===== config.mk =====
export PLATFORM = sky130hd
export DESIGN_NAME = keypad_scanner
export DESIGN_NICKNAME = d
export VERILOG_FILES = /design/src/rtl/keypad_pkg.sv /design/src/rtl/scan_timer.sv /design/src/rtl/keypad_scanner.sv
export SDC_FILE = /design/constraint.sdc
export NUM_CORES = 1
export LEC_CHECK = 0
export ABC_CLOCK_PERIOD_IN_PS = 2500
export CORE_UTILIZATION = 35
export CTS_CLUSTER_DIAMETER = 100
export DETAILED_ROUTE_END_ITERATION = 8
export GPL_TIMING_DRIVEN = 0
export SYNTH_ARGS = -nofsm -noshare
export SYNTH_HDL_FRONTEND = slang
export SYNTH_SLANG_ARGS = --single-unit

===== constraint.sdc =====
create_clock -name clk -period 2.5 [get_ports clk]
set_input_delay 0.75 -clock clk [delete_from_list [all_inputs] [get_ports clk]]
set_output_delay 0.75 -clock clk [all_outputs]
set_load 0.01 [all_outputs]

===== src/rtl/keypad_pkg.sv =====
// Shared definitions for the 4x4 keypad scanner: FSM encoding, key map and
// small decode helpers for active-low one-hot patterns.
package keypad_pkg;

  typedef enum logic [1:0] {
    ST_SCAN    = 2'd0,
    ST_CONFIRM = 2'd1,
    ST_HELD    = 2'd2
  } kp_state_e;

  // Indexed by {row, col}; row-major so each group of four is one physical row.
  localparam logic [3:0] KEY_MAP [0:15] = '{
    4'h1, 4'h2, 4'h3, 4'hA,
    4'h4, 4'h5, 4'h6, 4'hB,
    4'h7, 4'h8, 4'h9, 4'hC,
    4'h0, 4'hF, 4'hE, 4'hD
  };

  function automatic logic one_low(input logic [3:0] v);
    case (v)
      4'b1110, 4'b1101, 4'b1011, 4'b0111: one_low = 1'b1;
      default:                            one_low = 1'b0;
    endcase
  endfunction

  function automatic logic [1:0] low_index(input logic [3:0] v);
    case (v)
      4'b1110: low_index = 2'd0;
      4'b1101: low_index = 2'd1;
      4'b1011: low_index = 2'd2;
      4'b0111: low_index = 2'd3;
      default: low_index = 2'd0;
    endcase
  endfunction

  function automatic logic [3:0] key_lookup(input logic [3:0] row_pat,
                                            input logic [3:0] col_pat);
    key_lookup = KEY_MAP[{low_index(row_pat), low_index(col_pat)}];
  endfunction

endpackage


===== src/rtl/scan_timer.sv =====
// Row synchronizer and column-period tick generator for the keypad scanner.
// tick is high for one clock every COL_CYCLES clocks.
module scan_timer #(
  parameter int COL_CYCLES = 100000
) (
  input  logic       clk,
  input  logic       rst,
  input  logic [3:0] row,
  output logic [3:0] rs,
  output logic       tick
);

  localparam int CW = (COL_CYCLES > 1) ? $clog2(COL_CYCLES) : 1;
  localparam logic [CW-1:0] CNT_LAST = CW'(COL_CYCLES - 1);
  localparam logic [CW-1:0] CNT_ONE  = CW'(1);

  logic [CW-1:0] tick_cnt_q, tick_cnt_d;
  logic [3:0]    sync1_q, sync1_d;
  logic [3:0]    sync2_q, sync2_d;

  assign tick = (tick_cnt_q == CNT_LAST);
  assign rs   = sync2_q;

  always_comb begin
    sync1_d = row;
    sync2_d = sync1_q;
    if (tick) begin
      tick_cnt_d = '0;
    end else begin
      tick_cnt_d = tick_cnt_q + CNT_ONE;
    end
  end

  always_ff @(posedge clk) begin
    if (!rst) begin
      tick_cnt_q <= '0;
      sync1_q    <= 4'b1111;
      sync2_q    <= 4'b1111;
    end else begin
      tick_cnt_q <= tick_cnt_d;
      sync1_q    <= sync1_d;
      sync2_q    <= sync2_d;
    end
  end

endmodule


===== src/rtl/keypad_scanner.sv =====
// 4x4 matrix keypad scanner: column sweep, debounced press/release detection
// and a single-entry key holding register with ack/overrun handshake.
module keypad_scanner
  import keypad_pkg::*;
#(
  parameter int COL_CYCLES     = 100000,
  parameter int DEBOUNCE_SCANS = 4
) (
  input  logic       clk,
  input  logic       rst,
  output logic [3:0] col,
  input  logic [3:0] row,
  output logic [3:0] key_code,
  output logic       key_valid,
  input  logic       key_ack,
  output logic       key_held,
  output logic       overrun
);

  localparam logic [3:0] DEB_LIMIT = 4'(DEBOUNCE_SCANS);

  logic [3:0] rs;
  logic       tick;

  kp_state_e  state_q, state_d;
  logic [3:0] col_q, col_d;
  logic [3:0] lat_row_q, lat_row_d;
  logic [3:0] cnt_q, cnt_d;
  logic [3:0] rel_q, rel_d;
  logic       emit_q, emit_d;
  logic [3:0] emit_code_q, emit_code_d;
  logic [3:0] key_code_q, key_code_d;
  logic       key_valid_q, key_valid_d;
  logic       key_held_q, key_held_d;
  logic       overrun_q, overrun_d;
  logic [3:0] col_next_s;

  scan_timer #(.COL_CYCLES(COL_CYCLES)) u_timer (
    .clk  (clk),
    .rst  (rst),
    .row  (row),
    .rs   (rs),
    .tick (tick)
  );

  assign col_next_s = {col_q[2:0], col_q[3]};

  // Scan / debounce FSM; the column stays parked while a candidate is confirmed or held.
  always_comb begin
    state_d     = state_q;
    col_d       = col_q;
    lat_row_d   = lat_row_q;
    cnt_d       = cnt_q;
    rel_d       = rel_q;
    emit_d      = 1'b0;
    emit_code_d = emit_code_q;
    key_held_d  = key_held_q;
    case (state_q)
      ST_SCAN: begin
        if (tick && one_low(rs)) begin
          lat_row_d = rs;
          cnt_d     = 4'd1;
          state_d   = ST_CONFIRM;
        end else if (tick) begin
          col_d = col_next_s;
        end else begin
          state_d = ST_SCAN;
        end
      end
      ST_CONFIRM: begin
        if (tick && (rs == lat_row_q)) begin
          if ((cnt_q + 4'd1) == DEB_LIMIT) begin
            emit_d      = 1'b1;
            emit_code_d = key_lookup(lat_row_q, col_q);
            state_d     = ST_HELD;
            key_held_d  = 1'b1;
            rel_d       = 4'd0;
          end else begin
            cnt_d = cnt_q + 4'd1;
          end
        end else if (tick) begin
          state_d = ST_SCAN;
          col_d   = col_next_s;
          cnt_d   = 4'd0;
        end else begin
          state_d = ST_CONFIRM;
        end
      end
      ST_HELD: begin
        if (tick && (rs == 4'b1111)) begin
          if ((rel_q + 4'd1) == DEB_LIMIT) begin
            state_d    = ST_SCAN;
            key_held_d = 1'b0;
            col_d      = col_next_s;
            rel_d      = 4'd0;
          end else begin
            rel_d = rel_q + 4'd1;
          end
        end else if (tick) begin
          rel_d = 4'd0;
        end else begin
          state_d = ST_HELD;
        end
      end
      default: begin
        state_d    = ST_SCAN;
        col_d      = 4'b1110;
        key_held_d = 1'b0;
      end
    endcase
  end

  // Output register: an emit loads only when the slot is free or being acked.
  always_comb begin
    key_code_d  = key_code_q;
    key_valid_d = key_valid_q;
    overrun_d   = overrun_q;
    if (emit_q) begin
      if (!key_valid_q || key_ack) begin
        key_code_d  = emit_code_q;
        key_valid_d = 1'b1;
        overrun_d   = 1'b0;
      end else begin
        overrun_d = 1'b1;
      end
    end else if (key_ack) begin
      key_valid_d = 1'b0;
      overrun_d   = 1'b0;
    end else begin
      key_valid_d = key_valid_q;
    end
  end

  always_ff @(posedge clk) begin
    if (!rst) begin
      state_q     <= ST_SCAN;
      col_q       <= 4'b1110;
      lat_row_q   <= 4'b1111;
      cnt_q       <= 4'd0;
      rel_q       <= 4'd0;
      emit_q      <= 1'b0;
      emit_code_q <= 4'd0;
      key_code_q  <= 4'd0;
      key_valid_q <= 1'b0;
      key_held_q  <= 1'b0;
      overrun_q   <= 1'b0;
    end else begin
      state_q     <= state_d;
      col_q       <= col_d;
      lat_row_q   <= lat_row_d;
      cnt_q       <= cnt_d;
      rel_q       <= rel_d;
      emit_q      <= emit_d;
      emit_code_q <= emit_code_d;
      key_code_q  <= key_code_d;
      key_valid_q <= key_valid_d;
      key_held_q  <= key_held_d;
      overrun_q   <= overrun_d;
    end
  end

  assign col       = col_q;
  assign key_code  = key_code_q;
  assign key_valid = key_valid_q;
  assign key_held  = key_held_q;
  assign overrun   = overrun_q;

endmodule


==> impl_results.md, run 1 <==
* Critical path launch point type: flip-flop
* Area share of the leading cell type in the synthesized netlist at between 30 and 40%
* RSZ-0062 raised after global routing: no
* Final Cycle Share at about 90%
* Core area at ~7700 um2
* EDFF count, synth at 0
* Seq/Total Area, Yosys at 39.8%
* Flop pwr share at 56.4%
* Final setup TNS at 0 ns
* FP Rows at 32
* Dpl ws at around 0.012 ns
* Power Density at just under 500 nW/um2
* Worst setup margin at between 0.3 and 0.4 ns
* DR vias at 2,131
* Mapped cell area at around 2800 um2
* Layout area overhead at 15.0%
* IO Pins at 18
* H-tree depth at 2
* Total Wirelength at around 5.4 mm
* Run status: complete, no violations
* Synth Instances at between 300 and 400
* Yosys warns at 0
* Post-layout net count at roughly 350
* Internal power at about 0.0012 W
* CTS tree: done
* DR pass1 iterations at 4
* Tot Pwr at roughly 0.0016 W
* Fraction of layout cells with a size suffix above 1 at around 7.8%
* Die footprint at about 8300 um2
* Most frequent cell after synthesis: dfxtp_1
* Net Sw Frac at between 20% and 30%
* Yosys top cell by area: dfxtp_1
* Largest net degree at the start of global routing at 19
* Finished Core Util at slightly above 40%
* Sw Pwr at roughly 0.00036 W
* Vias in the first global route at between 1.5k and 2k
* # setup viols final at 0
* Leakage power at between 1 and 1.5 nW
* DRT antenna net count at 0
* Worst-skew pair later-pin latency at roughly 0.31 ns
* Die Height at between 90 and 100 um
* Avg Synthesized Cell Area at around 9 um2
* Max_cap viols at 0
* Filler Cell Count at between 700 and 800
* Min-Delay Path Class: flip-flop to flip-flop
* Comb power frac at under 10%
* Synth cell count leaders: 55 x dfxtp_1, 39 x nor2_1, 26 x nand2_1
* DRC viols at 0
* TritonCTS Buffers at 5
* Crit path time final at 2.19 ns
* CP max FO at 9
* Ant. Diodes at 0
* Clk sinks at 55
* Distinct cells, synth at 53
* Clk buf depth at 2
* Clk_skew at between 0.008 and 0.009 ns
* Final Hold Vio Count at 0
* GRT overflow at 0
* Arrival time worst endpoint at 2.38 ns
* CTS-repair resized insts at 0
* Synth Flop Type: dfxtp_1
* Worst setup EP type: flip-flop
* Slew Limit Fails at 0
* Clk pwr share at 38.8%
* Clk slew on worst S/H paths at about 0.10 ns
* Dominant cells by area after synthesis: dfxtp_1 40%, mux2i_1 7.2%, nor2_1 5.3%
* Die width at roughly 91 um
* GRT Total Usage at 13.8%
* Root buf cell: clkbuf_8
* Antenna violations before repair at 0
* Slew headroom at 61.5%
* Worst-Margin Slew at 0.577 ns
* Total setup buffers inserted after CTS at 0
* #FFs+latches synth at between 50 and 60
* Vias per cell at slightly below 5
* DP HPWL at 3.92 mm
* Ys async rst share at 0%
* First DRT Iteration DRCs at 90
* Setup CP Type: flip-flop to flip-flop
* Placer Congestion at 0.815
* Synthesized Nets at ~330
* Max Fclk at around 0.46 GHz
* WP data required at approximately 2.7 ns
* Port bufs at 17
* Max VDD drop at 0.231 mV
* Global-route wire length before repair at a little over 9 mm
* CTS Hold Buffers Added at 0
* Initial Util at around 36%
* Drt wl/cell at 12.4 um
-- power by group through the flow --
stage | logic, W | registers, W | clock network, W
after floorplan | 0.0000497 | 0.000910 | 0
after global placement | 0.0000745 | 0.000910 | 0
after detailed placement | 0.0000760 | 0.000911 | 0
after CTS | 0.0000763 | 0.000891 | 0.000634
after global routing | 0.0000836 | 0.000892 | 0.000666
final | 0.0000757 | 0.000890 | 0.000612
-- per-stage QoR --
step	hold WS (ns)	area (um2)	cells
finish	0.415	3180	436
global route	0.436	3180	436
CTS	0.418	3180	436
detailed placement	0.392	3070	428
global placement	0.389	3070	428
floorplan	0.386	2770	309
-- flip-flops by register name, indices dropped and copies added (netlist names) --
name and flops:
overrun 1, state_q 2, u_timer.tick_cnt_q 17, u_timer.rs 4, key_held 1, lat_row_q 4, key_valid 1, u_timer.sync1_q 4
emit_q 1, emit_code_q 4, cnt_q 4, key_code 4, rel_q 4, col 4
-- routing by layer --
metal	wire length, um	track usage (%)	share of wire, %
met5	0	0	0
met4	46	4.89	0.85
met3	286	2.35	5.3
met2	2290	21.1	42
met1	2780	19.6	52
-- placed cells by master, fill, tap and decap left out, types with 2 or more instances in the layout --
cell and count:
dfxtp_1 55, nor2_1 39, nand2_1 26, mux2i_1 20, clkdlybuf4s50_1 17, nand2b_1 16, a21oi_1 14, nand3_1 13
xnor2_1 13, xor2_1 12, ha_1 9, inv_1 8, o21ai_0 8, clkbuf_1 6, nor2b_1 6, nand4_1 6
nor3_1 5, clkbuf_8 5, and3_1 4, and4_1 4, buf_2 4, o211ai_1 4, and4b_1 3, o21ai_1 2
or3_1 2
-- cell families after synthesis --
kind of cell	share of synthesized area (%)
flip-flops	39.8
buffers and inverters	3.16
XOR/XNOR	7.91
adder cells (fa/ha/maj)	4.07
AO/OA/AOI/OAI	9.58
AND/OR/NAND/NOR	28.3
multiplexers	7.23
-- critical path, cell delays in order (launching register included) --
cell	delay, ns
dfxtp_1	0.39
ha_1	0.22
and4_1	0.22
buf_2	0.18
nand4_4	0.16
nand3b_2	0.35
or2_4	0.30
a32oi_1	0.19
nor2_1	0.06
-- path summary, 6_finish.rpt --
| kind | cells past startpoint | slack, ns | start | to |
|---|---|---|---|---|
| setup / recovery | 8 | 0.31 | u_timer.tick_cnt_q[0] | rel_q[1] |
| setup reg to reg | 8 | 0.31 | u_timer.tick_cnt_q[0] | rel_q[1] |
| hold reg to reg | 1 | 0.41 | u_timer.sync1_q[2] | u_timer.rs[2] |
| hold / removal | 1 | 0.41 | u_timer.sync1_q[2] | u_timer.rs[2] |
-- layout make-up --
| type | instances | area [um2] | area share (%) |
|---|---|---|---|
| inverters | 9 | 33.8 | 1.06 |
| flip-flops and latches | 55 | 1100 | 34.6 |
| well taps | 102 | 128 | 4.01 |
| repair buffers | 17 | 170 | 5.35 |
| clock inverters | 3 | 47.5 | 1.49 |
| clock buffers | 5 | 68.8 | 2.16 |
| multi-input cells | 233 | 1580 | 49.6 |
| plain buffers | 12 | 53.8 | 1.69 |
(Power assumes the default switching activity.)
==> run 2, diff against run 1 <==
- ABC_AREA: default -> 1
==> run 2 against run 1 <==
Net effect:
- non-clock buffer count decreased by 8
- count of clock-buffer cells in the layout did not move
- die area increased by 5.0%
- power shrank 7.2%
- worst hold slack better by 0.0042 ns
- critical endpoint is now emit_code_q[2]
- largest cell class unchanged
- largest power group unchanged
==> impl_results.md, run 2 <==
* Final non-filler cell total at 555 (+27%)
* TritonCTS Buffers at 5 (unchanged)
* Reg2Reg Setup Slack at 0.42 ns (+0.10 ns)
* Worst path slowest cell: o31ai_1
* DP HPWL at 4.59 mm (+17%)
* Die width at 93.2 um (+2.5%)
* Leakage power at 1.50 nW (+29%)
* Most frequent cell after synthesis: nand2_1
* Yosys top cell by area: dfxtp_1
* Hold WS at 0.419 ns (+0.00424 ns)
* Antenna violations before repair at 0 (unchanged)
* Dominant cells by area after synthesis: dfxtp_1 38%, nand2_1 13%, inv_1 8.3%
* Drt wl/cell at 10.8 um (-13%)
* DR vias at 2,562 (+20%)
* Port bufs at 17 (unchanged)
* Total setup buffers inserted after CTS at 0 (unchanged)
* WP data required at 2.72 ns (+0.03 ns)
* Power Density at 444 nW/um2 (-10%)
* Fraction of layout cells with a size suffix above 1 at 11.5% (+3.7 points)
* Clk buf depth at 2 (unchanged)
* Run status: complete, no violations
* Max_cap viols at 0 (unchanged)
* #FFs+latches synth at 55 (unchanged)
* IO Pins at 18 (unchanged)
* Reg with most FFs: u_timer.tick_cnt_q
* Root buf cell: clkbuf_8
* Yosys warns at 0 (unchanged)
* Die footprint at 8680 um2 (+5.0%)
* Post-layout net count at 468 (+34%)
* Worst-path cell chain: nand2_1 > o31ai_1 > inv_1 > ha_1 > inv_1 > o21ai_0 > a21oi_1 > nor3_1 > nor2_1
* Clk_skew at 0.0117 ns (+0.00345 ns)
* Top delay family on crit path: compound AO/OA/AOI/OAI gates
* Avg Synthesized Cell Area at 6.80 um2 (-24%)
* Synthesized Nets at 444 (+37%)
* CTS-repair resized insts at 0 (unchanged)
* GRT overflow at 0 (unchanged)
* DRC viols at 0 (unchanged)
* Worst-Margin Slew at 0.630 ns (+0.0535 ns)
* Max VDD drop at 0.273 mV (+18%)
* Clk slew on worst S/H paths at 0.10 ns (about the same)
* EDFF count, synth at 0 (unchanged)
* Die Height at 93.2 um (+2.5%)
* First DRT Iteration DRCs at 110 (+22%)
* Area share of the leading cell type in the synthesized netlist at 37.8% (-1.9 points)
* H-tree depth at 2 (unchanged)
* Largest net degree at the start of global routing at 18 (-1)
* Max reg flops at 17 (unchanged)
* Commonest non-fill, non-tap cell in the layout: nand2_1
* Placer Congestion at 0.840 (+3.0%)
* CP max stage delay at 0.53 ns (+0.14 ns)
* Vias per cell at 4.62 (-5.6%)
* Ant. Diodes at 0 (unchanged)
* Mapped cell area at 2910 um2 (+5.1%)
* Final setup TNS at 0 ns (unchanged)
* Slew Limit Fails at 0 (unchanged)
* Synth Instances at 428 (+39%)
* Worst-skew pair later-pin latency at 0.32 ns (about the same)
* FP Rows at 32 (unchanged)
* GRT Total Usage at 15.1% (+1.2 points)
* Synth cell count leaders: 102 x nand2_1, 64 x inv_1, 55 x dfxtp_1
* Setup CP Type: flip-flop to flip-flop
* DRT antenna net count at 0 (unchanged)
* Vias in the first global route at 2,437 (+27%)
* Seq/Total Area, Yosys at 37.8% (-1.9 points)
* Worst path most repeated cell: inv_1
* Total Wirelength at 5.98 mm (+11%)
* CTS Hold Buffers Added at 0 (unchanged)
* Worst path bufs/invs at 2 (+1)
* Final Hold Vio Count at 0 (unchanged)
* Placed insts at 547 (+28%)
* Initial Util at 36.9% (+0.88 points)
* Critical path launch point type: flip-flop
* CP max FO at 6 (-3)
* # setup viols final at 0 (unchanged)
* Arrival time worst endpoint at 2.30 ns (-0.08 ns)
* RSZ-0062 raised after global routing: no
* Worst setup EP type: flip-flop
* Core area at 7890 um2 (+2.6%)
* Distinct cells, synth at 34 (-36%)
* Layout area overhead at 13.3%
* DR pass1 iterations at 4 (unchanged)
* Max Fclk at 0.481 GHz (+5.0%)
* Global-route wire length before repair at 10.5 mm (+13%)
* Crit path time final at 2.08 ns (-0.104 ns)
* Post-route cell area at 3300 um2 (+3.6%)
* Slew headroom at 57.6% (-3.9 points)
* Final Cycle Share at 83.2% (-4.2 points)
* Synth Flop Type: dfxtp_1
* Clk sinks at 55 (unchanged)
* Min-Delay Path Class: flip-flop to flip-flop
* Ys async rst share at 0% (unchanged)
* Placed Area at 3210 um2 (+4.6%)
* CTS tree: done
* Most frequent cells in the layout: 102 x nand2_1, 64 x inv_1, 55 x dfxtp_1
## run 2: report_power, final
group          internal [W]  switching, W   total, W
clock network      0.000196      0.000308   0.000504
logic             0.0000271     0.0000416  0.0000687
registers          0.000886    0.00000727   0.000893
## run 2: path summary, 6_finish.rpt
| path | start | endpoint | cells past startpoint |
|---|---|---|---|
| max | col[3] | emit_code_q[2] | 9 |
| min | u_timer.sync1_q[0] | u_timer.rs[0] | 1 |
| max reg2reg | col[3] | emit_code_q[2] | 9 |
| min reg2reg | u_timer.sync1_q[0] | u_timer.rs[0] | 1 |
## run 2: final cells by class
class	instances	area [um2]
Fill cell	840	4590
Multi-Input combinational cell	298	1520
Sequential cell	55	1100
Inverter	71	269
Timing Repair Buffer	17	170
Tap cell	102	128
Clock buffer	5	68.8
Clock inverter	3	20.0
Buffer	4	17.5
## run 2: layer usage
layer / wire length, um / track usage, % / vias to the layer above
li1: - / - / 1379
met1: 3020 / 18.8 / 1157
met2: 2780 / 26.3 / 21
met3: 129 / 2.93 / 5
met4: 56 / 4.23 / 0
met5: 0 / 0 / -
## run 2: cell families after synthesis
| kind of cell | after synthesis | synth area share [%] |
|---|---|---|
| simple gates | 224 | 35.9 |
| buf+inv | 75 | 9.85 |
| compound gates | 61 | 11.3 |
| flops | 55 | 37.8 |
| fa+ha+maj | 9 | 3.87 |
| xor+xnor | 4 | 1.20 |
## run 2: through the flow
stage / setup WS, ns / total power, W / util [%]
final: 0.419 / 0.00147 / 41.8
after global routing: 0.250 / 0.00152 / 41.8
after CTS: 0.407 / 0.00149 / 41.8
after detailed placement: 0.206 / 0.000983 / 40.7
after global placement: 0.214 / 0.000980 / 40.7
after floorplan: 0.662 / 0.000957 / -
==> run 3, diff against run 2 <==
- ABC_CLOCK_PERIOD_IN_PS: 2500 -> 1900
- clock period: 2.5 -> 1.9 ns (I/O delays scaled with it)
==> run 3 against run 2 <==
Net effect:
- first-iteration DRC count decreased by 10%
- sequential share of layout area down 0.24 points
- clock power grew 31%
- routed wire length is 1.2% higher
- count of clock-buffer cells in the layout unchanged
- sequential power rose by 31%
- worst hold slack about the same
- utilization rose by 0.54 points
- sequential cell count unchanged
==> impl_results.md, run 3 (synthesis gave the netlist of run 2 again) <==
* Run status: complete, no violations
* FP Rows at 32 (unchanged)
* Area of the multi-input gates at 1560 um2 (+2.4%)
* R2R cell count at 8 (-1)
* Worst setup EP type: output port
* TritonCTS Buffers at 5 (unchanged)
* CTS tree: done
* Slew Limit Fails at 0 (unchanged)
* Die footprint at 8680 um2 (unchanged)
* Arrival time worst endpoint at 1.27 ns (-1.03 ns)
* Worst path bufs/invs at 1 (-1)
* Worst-path cell chain: clkdlybuf4s50_1
* Max Fclk at 0.545 GHz
* Clk sinks at 55 (unchanged)
* Max VDD drop at 0.359 mV (+31%)
* WP data required at 1.33 ns (-1.39 ns)
* # setup viols final at 0 (unchanged)
* DRT antenna net count at 0 (unchanged)
* Core area at 7890 um2 (unchanged)
* Post-layout net count at 468 (unchanged)
* Clk slew on worst S/H paths at 0.10 ns (about the same)
* Worst-skew pair later-pin latency at 0.31 ns (about the same)
* CP max stage delay at 0.55 ns (+0.02 ns)
* Setup CP Type: flip-flop to output port
* Antenna violations before repair at 0 (unchanged)
* Critical path launch point type: flip-flop
* Global-route wire length before repair at 10.5 mm (+0.33%)
* Clk buf depth at 2 (unchanged)
* IO Pins at 18 (unchanged)
* CP max FO at 5 (-1)
* Final Hold Vio Count at 0 (unchanged)
* Die Height at 93.2 um (unchanged)
* Layout area overhead at 14.7%
* Drt wl/cell at 10.9 um (+1.2%)
* Vias in the first global route at 2,448 (+0.45%)
* FF-to-FF Start: u_timer.tick_cnt_q[0]
* Worst Hold Launch: u_timer.sync1_q[0]
* Placer Congestion at 0.840 (unchanged)
* WHS Path Cells at 1 (unchanged)
* Reg with most FFs: u_timer.tick_cnt_q
* Port bufs at 17 (unchanged)
* Min-Delay Path Class: flip-flop to flip-flop
* Final Cycle Share at a little over nine tenths
* Max reg flops at 17 (unchanged)
* Most frequent cells in the layout: 102 x nand2_1, 64 x inv_1, 53 x nor2_1
* Slew headroom at 58.7% (+1.1 points)
* Filler Cell Count at 838 (-0.24%)
* Power Density at 576 nW/um2 (+30%)
* Commonest non-fill, non-tap cell in the layout: nand2_1
* DRC viols at 0 (unchanged)
* Root buf cell: clkbuf_8
* Vias per cell at 4.60 (-0.27%)
* Die width at 93.2 um (unchanged)
* Initial Util at 36.9% (unchanged)
* Finished Core Util at 42.3% (+0.54 points)
* H-tree depth at 2 (unchanged)
* DR vias at 2,555 (-0.27%)
* Sequential cell area at 1110 um2 (+0.57%)
* Worst path slowest cell: clkdlybuf4s50_1
* Ant. Diodes at 0 (unchanged)
* Worst-Margin Slew at 0.619 ns (-0.0109 ns)
* First DRT Iteration DRCs at 99 (-10%)
* DR pass1 iterations at 4 (unchanged)
* Crit path time final at 1.84 ns
* Final non-filler cell total at 555 (unchanged)
* Total Wirelength at 6.06 mm (+1.2%)
* GRT overflow at 0 (unchanged)
* DP HPWL at 4.59 mm (unchanged)
* Top delay family on crit path: buffers and inverters
* Max_cap viols at 0 (unchanged)
* GRT Total Usage at 15.1% (+0.052 points)
* Leakage power at 1.50 nW (about the same)
* Fraction of layout cells with a size suffix above 1 at 13.7% (+2.2 points)
* Critical path depth in cells at 1 (-8)
* Largest net degree at the start of global routing at 18 (unchanged)
* Worst setup startpoint: col[1]
* Clk_skew at 0.0117 ns (+0.0000789 ns)
* Placed insts at 547 (unchanged)
[run 3: layout make-up]
class / instances / share of cell area, %
Clock buffer: 5 / 2.06
Clock inverter: 3 / 0.599
Tap cell: 102 / 3.82
Timing Repair Buffer: 17 / 5.10
Sequential cell: 55 / 33.2
Inverter: 71 / 8.06
Buffer: 4 / 0.525
Multi-Input combinational cell: 298 / 46.7
[run 3: where the power goes]
group / internal, W / leakage (nW) / switching (W)
logic: 0.0000361 / 1.02 / 0.0000551
clock network: 0.000258 / 0.0402 / 0.000401
registers: 0.00117 / 0.445 / 0.00000980
[run 3: what timing repair did]
action | CTS | global route
hold buffers | 0 | 0
endpoints found under the setup margin | 3 | 11
resized for setup | 2 | 10
pin swaps | 0 | 1
setup buffers | 0 | 0
[run 3: final timing paths]
check / endpoint / slack (ns)
max: col[1] / 0.06
min: u_timer.rs[0] / 0.42
max reg2reg: emit_code_q[2] / 0.13
min reg2reg: u_timer.rs[0] / 0.42
[run 3: per-layer routing]
metal	up-vias	share of wire, %	track usage, %
li1	1379	-	-
met1	1151	50	18.7
met2	23	48	26.5
met3	2	2.1	2.93
met4	0	0.63	4.23
met5	-	0	0
[run 3: stage by stage]
step	hold slack (ns)	TNS [ns]	setup slack, ns	instance area (um2)	total power (W)
2_1_floorplan	0.393	0	0.0624	2910	0.00126
3_3_place_gp	0.397	-2.17	-0.206	3210	0.00129
3_5_place_dp	0.398	-2.44	-0.214	3210	0.00129
4_1_cts	0.422	0	0.0122	3300	0.00195
5_1_grt	0.443	-0.0180	-0.0151	3340	0.00200
6_report	0.419	0	0.0647	3340	0.00192
